$ cat src/rtl/clock_pkg.sv
// Shared types for the clock ratio detector: measurement FSM states,
// lock counter sizing and the debug view of the internal state.
package clock_pkg;

    typedef enum logic {
        IDLE  = 1'b0,
        TRACK = 1'b1
    } state_t;

    localparam int LOCK_CNT_W = 4;

    typedef struct packed {
        state_t                  state;
        logic                    level;
        logic                    have_high;
        logic                    have_low;
        logic [LOCK_CNT_W-1:0]   lock_cnt;
    } dbg_t;

endpackage

$ cat src/rtl/sync_edge_detect.sv
// Brings an asynchronous level into the clk domain and flags its edges.
// SYNC_STAGES must be at least 2 for metastability protection.
module sync_edge_detect #(
    parameter int SYNC_STAGES = 2
) (
    input  logic clk,
    input  logic reset,
    input  logic async_in,
    output logic level,
    output logic rise,
    output logic fall
);

    logic [SYNC_STAGES-1:0] r_sync;
    logic                   r_hist;
    logic                   w_edge;

    always_ff @(posedge clk or posedge reset) begin
        if (reset) begin
            r_sync <= '0;
            r_hist <= 1'b0;
        end else begin
            r_sync <= {r_sync[SYNC_STAGES-2:0], async_in};
            r_hist <= r_sync[SYNC_STAGES-1];
        end
    end

    assign level  = r_sync[SYNC_STAGES-1];
    assign w_edge = level ^ r_hist;
    assign rise   = w_edge & level;
    assign fall   = w_edge & ~level;

endmodule

$ cat src/rtl/clock_ratio_detector.sv
// Measures high/low phase lengths of a slow asynchronous clock in clk cycles,
// reports each complete pair and flags lock once the pair stays stable.
module clock_ratio_detector
    import clock_pkg::*;
#(
    parameter int COUNT_WIDTH = 8,
    parameter int SYNC_STAGES = 2,
    parameter int LOCK_COUNT  = 4
) (
    input  logic                   clk,
    input  logic                   reset,
    input  logic                   clk_in,
    output logic [COUNT_WIDTH-1:0] high_len,
    output logic [COUNT_WIDTH-1:0] low_len,
    output logic                   ratio_valid,
    output logic                   locked,
    output logic                   timeout,
    output dbg_t                   dbg
);

    localparam logic [COUNT_WIDTH-1:0] CNT_MAX  = '1;
    localparam logic [COUNT_WIDTH-1:0] CNT_ONE  = COUNT_WIDTH'(1);
    localparam logic [LOCK_CNT_W-1:0]  LOCK_MAX = LOCK_CNT_W'(LOCK_COUNT);

    logic w_level;
    logic w_rise;
    logic w_fall;
    logic w_edge;
    logic w_match;

    state_t                  r_state,       w_state;
    logic [COUNT_WIDTH-1:0]  r_cnt,         w_cnt;
    logic [COUNT_WIDTH-1:0]  r_high_len,    w_high_len;
    logic [COUNT_WIDTH-1:0]  r_low_len,     w_low_len;
    logic [COUNT_WIDTH-1:0]  r_prev_high,   w_prev_high;
    logic [COUNT_WIDTH-1:0]  r_prev_low,    w_prev_low;
    logic                    r_prev_valid,  w_prev_valid;
    logic                    r_have_high,   w_have_high;
    logic                    r_have_low,    w_have_low;
    logic [LOCK_CNT_W-1:0]   r_lock_cnt,    w_lock_cnt;
    logic                    r_ratio_valid, w_ratio_valid;
    logic                    r_locked,      w_locked;
    logic                    r_timeout,     w_timeout;

    sync_edge_detect #(
        .SYNC_STAGES(SYNC_STAGES)
    ) u_sync (
        .clk     (clk),
        .reset   (reset),
        .async_in(clk_in),
        .level   (w_level),
        .rise    (w_rise),
        .fall    (w_fall)
    );

    assign w_edge  = w_rise | w_fall;
    // On a rise the pair being completed is (last captured high, current count).
    assign w_match = r_prev_valid && (r_prev_high == r_high_len) && (r_prev_low == r_cnt);

    always_ff @(posedge clk or posedge reset) begin
        if (reset) begin
            r_state       <= IDLE;
            r_cnt         <= '0;
            r_high_len    <= '0;
            r_low_len     <= '0;
            r_prev_high   <= '0;
            r_prev_low    <= '0;
            r_prev_valid  <= 1'b0;
            r_have_high   <= 1'b0;
            r_have_low    <= 1'b0;
            r_lock_cnt    <= '0;
            r_ratio_valid <= 1'b0;
            r_locked      <= 1'b0;
            r_timeout     <= 1'b0;
        end else begin
            r_state       <= w_state;
            r_cnt         <= w_cnt;
            r_high_len    <= w_high_len;
            r_low_len     <= w_low_len;
            r_prev_high   <= w_prev_high;
            r_prev_low    <= w_prev_low;
            r_prev_valid  <= w_prev_valid;
            r_have_high   <= w_have_high;
            r_have_low    <= w_have_low;
            r_lock_cnt    <= w_lock_cnt;
            r_ratio_valid <= w_ratio_valid;
            r_locked      <= w_locked;
            r_timeout     <= w_timeout;
        end
    end

    always_comb begin
        w_state       = r_state;
        w_cnt         = r_cnt;
        w_high_len    = r_high_len;
        w_low_len     = r_low_len;
        w_prev_high   = r_prev_high;
        w_prev_low    = r_prev_low;
        w_prev_valid  = r_prev_valid;
        w_have_high   = r_have_high;
        w_have_low    = r_have_low;
        w_lock_cnt    = r_lock_cnt;
        w_ratio_valid = 1'b0;
        w_locked      = r_locked;
        w_timeout     = r_timeout;

        case (r_state)
            IDLE: begin
                // The first edge only aligns; the partial phase before it is dropped.
                if (w_edge) begin
                    w_cnt     = CNT_ONE;
                    w_state   = TRACK;
                    w_timeout = 1'b0;
                end else if (r_cnt != CNT_MAX) begin
                    w_cnt = r_cnt + CNT_ONE;
                end
            end
            TRACK: begin
                if (w_fall) begin
                    w_high_len  = r_cnt;
                    w_have_high = 1'b1;
                    w_cnt       = CNT_ONE;
                end else if (w_rise) begin
                    w_low_len  = r_cnt;
                    w_have_low = 1'b1;
                    w_cnt      = CNT_ONE;
                    if (r_have_high) begin
                        w_ratio_valid = 1'b1;
                        if (w_match) begin
                            w_lock_cnt = (r_lock_cnt == LOCK_MAX) ? r_lock_cnt
                                                                  : r_lock_cnt + 1'b1;
                        end else begin
                            w_lock_cnt = '0;
                        end
                        w_prev_high  = r_high_len;
                        w_prev_low   = r_cnt;
                        w_prev_valid = 1'b1;
                        w_locked     = (w_lock_cnt == LOCK_MAX);
                    end
                end else if (r_cnt == CNT_MAX) begin
                    // Counter would overflow: the source stalled, drop alignment.
                    w_timeout    = 1'b1;
                    w_locked     = 1'b0;
                    w_lock_cnt   = '0;
                    w_have_high  = 1'b0;
                    w_have_low   = 1'b0;
                    w_prev_valid = 1'b0;
                    w_prev_high  = '0;
                    w_prev_low   = '0;
                    w_state      = IDLE;
                end else begin
                    w_cnt = r_cnt + CNT_ONE;
                end
            end
            default: w_state = IDLE;
        endcase
    end

    assign high_len      = r_high_len;
    assign low_len       = r_low_len;
    assign ratio_valid   = r_ratio_valid;
    assign locked        = r_locked;
    assign timeout       = r_timeout;
    assign dbg.state     = r_state;
    assign dbg.level     = w_level;
    assign dbg.have_high = r_have_high;
    assign dbg.have_low  = r_have_low;
    assign dbg.lock_cnt  = r_lock_cnt;

endmodule

$ cat config.mk
export PLATFORM = sky130hd
export DESIGN_NAME = clock_ratio_detector
export DESIGN_NICKNAME = d
export VERILOG_FILES = /design/src/rtl/clock_pkg.sv /design/src/rtl/sync_edge_detect.sv /design/src/rtl/clock_ratio_detector.sv
export SDC_FILE = /design/constraint.sdc
export NUM_CORES = 1
export LEC_CHECK = 0
export ABC_AREA = 1
export CAP_MARGIN = 25
export CORE_MARGIN = 2
export CORE_UTILIZATION = 39
export DETAILED_ROUTE_END_ITERATION = 10
export GPL_ROUTABILITY_DRIVEN = 0
export PLACE_DENSITY = 0.57
export SETUP_SLACK_MARGIN = 0.4
export SYNTH_ARGS = -nofsm -noshare
export SYNTH_HDL_FRONTEND = slang
export SYNTH_SLANG_ARGS = --single-unit
$ cat constraint.sdc
create_clock -name clk -period 1.7 [get_ports clk]
set_input_delay 0.255 -clock clk [delete_from_list [all_inputs] [get_ports clk]]
set_output_delay 0.255 -clock clk [all_outputs]
set_load 0.03 [all_outputs]
==> metrics.md <==
| Metric | Value |
|---|---|
| Outcome | finished clean |
| Post-synth design cell area | 0.002566 mm^2 |
| Crit Path Class | register to register |
| Critical Path Source | r_cnt[0] |
| Worst skew pair latency | 0.31 ns |
| Slew headroom | 0.6713 |
| Largest net degree at the start of global routing | 28 |
| Io pins | 30 |
| Slew of the pin with the lowest slew margin | 0.4930 ns |
| Largest delay contributor family on the critical path | flip-flops |
| CP arrival | 1.78 ns |
| TritonCTS Buffers | 5 |
| Tmin final | 1.594 ns |
| Final-report hold violation count | 0 |
| P&R area growth vs syn | 38.81% |
| Worst hold slack | 0.2889 ns |
| Critical Path RT | 1.88 ns |
| Crit path largest cell delay | 0.42 ns |
| DP HPWL | 4041 um |
| Diode count | 0 |
| Critical Path Start Type | register |
| Yosys warning count | 0 |
| First-pass GRT wire length | 10220 um |
| Finished Layout Cells | 449 |
| Final setup viols | 0 |
| End of the critical path | r_cnt[0] |
| Final period utilization | 0.9378 |
| Max Clock Skew | 0.01273 ns |
| GR Overflow Total | 0 |
| H-tree depth | 2 |
| CP cell instances | ha_4, nand2_4, nor3_4, buf_4, nand3_4, buf_6, o21ai_0, o21ai_0 |
| Core Area | 0.006350 mm^2 |
| TritonCTS Sinks | 54 |
| Fillcell total | 558 |
| Share of cells above drive strength 1 | 0.3844 |
| Wirelength per Cell | 14.58 um |
| Worst R2R Path Depth | 8 |
| Fmax | 627.3 MHz |
| Syn_area_per_cell | 8.497 um^2 |
| Vert. Die Dim | 85.12 um |
| Die ar. | 0.007245 mm^2 |
| Commonest non-fill, non-tap cell in the layout | nand2_1 |
| Count of cell types in the netlist | 30 |
| Reg clk slew, reported paths | 0.10 ns |
| DR iter-0 viols | 111 |
| DR vias | 2208 |
| Placed cell count | 410 |
| FF+latch count, synth | 54 |
| Commonest non-fill, non-tap cells in the layout | nand2_1, dfrtp_1, inv_1 |
| Port Buf Inserts | 29 |
| Crit path top cell by count | o21ai_0 |
| Vias per cell | 4.918 |
| Seq/Total Area, Yosys | 0.5266 |
| Vias in the first global route | 2046 |
| Reg2reg start | r_cnt[0] |
| Setup TNS | 0 ns |
| Slew Viols, Final | 0 |
| DRC Markers | 0 |
| Initial antenna violation count | 0 |
| Final nets | 379 |
| Total track usage | 0.1807 |
| CTS root buffer | clkbuf_8 |
| R2R setup slack | 0.11 ns |
| WL final | 6545 um |
| Max Cap Viol | 0 |
| Unrepaired setup endpoints after global routing | yes |
| Setup ws final | 0.1058 ns |
| Worst Hold Class | input port to asynchronous set/reset pin |
| CTS tree | yes |
| Worst path buffer plus inverter count | 2 |
| Post-Syn Instances | 302 |
| Largest fanout on the critical path | 6 |
| ANT nets after route | 0 |
| PD cells | 853.5 mW/mm^2 |
| Reg-to-reg endpoint | r_cnt[0] |
| Clk buf depth | 2 |
| Leak pwr | 1.747 nW |
| Die Wd | 85.12 um |
| CP Capture Type | register |
| Initial core utilization | 0.4041 |
| WP depth | 8 |
| Slowest CP cell | dfrtp_1 |
| Syn Nets | 310 |
| Post-place setup slack | 0.05066 ns |
| Std-Cell Rows | 29 |
| VDD IR max | 0.4527 mV |
| First-pass DRT Iterations | 5 |
## worst min path at each step
stage | from | end | slack [ns]
global placement | u_sync.r_sync[0] | u_sync.r_sync[1] | 0.34
finish | reset | low_len[1] | 0.29
floorplan | clk_in | u_sync.r_sync[0] | 0.29
detailed placement | u_sync.r_sync[0] | u_sync.r_sync[1] | 0.34
CTS | reset | low_len[1] | 0.30
global route | reset | low_len[1] | 0.31
## registers in the layout, indices dropped and copies added (netlist names), 2 cells and up
name,cells
r_lock_cnt,4
u_sync.r_sync,2
high_len,8
r_cnt,8
r_prev_high,8
low_len,8
r_prev_low,8
## layout make-up
cell class / count / area (um^2) / area share
clock inverters: 2 / 10.01 / 0.002810
repair buffers: 68 / 560.5 / 0.1574
well taps: 77 / 96.34 / 0.02705
flip-flops and latches: 54 / 1363 / 0.3825
inverters: 50 / 211.5 / 0.05936
clock buffers: 6 / 72.57 / 0.02037
multi-input cells: 192 / 1249 / 0.3505
## synth_stat cells
cell / n / area [um^2]
o211ai_1: 1 / 7.510
buf_6: 2 / 22.52
xnor2_1: 2 / 17.52
inv_1: 48 / 180.2
nand2_2: 2 / 12.51
o21ai_0: 25 / 125.1
nor2_2: 1 / 6.260
nand2_1: 93 / 349.1
dfrtp_1: 54 / 1351
o22ai_1: 14 / 87.58
a21oi_1: 7 / 35.03
buf_2: 1 / 5.000
nand2_4: 2 / 22.52
xor2_1: 3 / 26.28
nor2_4: 1 / 11.26
nor3_1: 2 / 10.01
clkbuf_1: 1 / 3.750
buf_4: 4 / 30.03
nand3_2: 1 / 10.01
nor2_1: 13 / 48.80
inv_6: 1 / 8.760
inv_2: 1 / 3.750
nand3_1: 9 / 45.04
o31ai_1: 2 / 15.01
nand3b_1: 2 / 15.01
ha_1: 5 / 62.56
nor2_8: 1 / 20.02
nand4_1: 2 / 12.51
nor3_4: 1 / 16.27
o21ai_1: 1 / 5.000
## layer usage
metal,part of all wire,global-route usage
met3,0.033,0.02432
met4,0.028,0.07071
met1,0.45,0.2433
met2,0.49,0.2962
met5,0,0
## through the flow
| stage | area, um^2 | power (mW) | util |
|---|---|---|---|
| floorplan | 2620 | 1.981 | - |
| global placement | 3033 | 2.195 | 0.4776 |
| detailed placement | 3033 | 2.199 | 0.4776 |
| CTS | 3303 | 2.961 | 0.5202 |
| global route | 3562 | 3.221 | 0.5610 |
| finish | 3562 | 3.040 | 0.5610 |
## logic make-up (layout without fill, tap and decap cells)
kind of cell             count (synthesis)  after routing  share of synthesized area
AND/OR/NAND/NOR                        130            132                     0.2257
AO/OA/AOI/OAI                           50             50                     0.1073
buffers and inverters                   58            126                    0.09897
adder cells (fa/ha/maj)                  5              5                    0.02438
XOR/XNOR                                 5              5                    0.01707
flip-flops                              54             54                     0.5266
## what timing repair did
item / in CTS / in global routing
pin swaps: 7 / 17
setup buffers: 10 / 19
gates resized for setup: 119 / 73
cloned: 2 / 0
setup endpoints to repair: 78 / 59
hold buffers: 0 / 0
## power by group
group          internal [mW]  switching [mW]  total [mW]
sequential              1.41          0.0912        1.50
combinational          0.323           0.519       0.842
clock                  0.287           0.412       0.699
total                   2.02            1.02        3.04
Note: power is estimated with default switching activity, not from simulation.
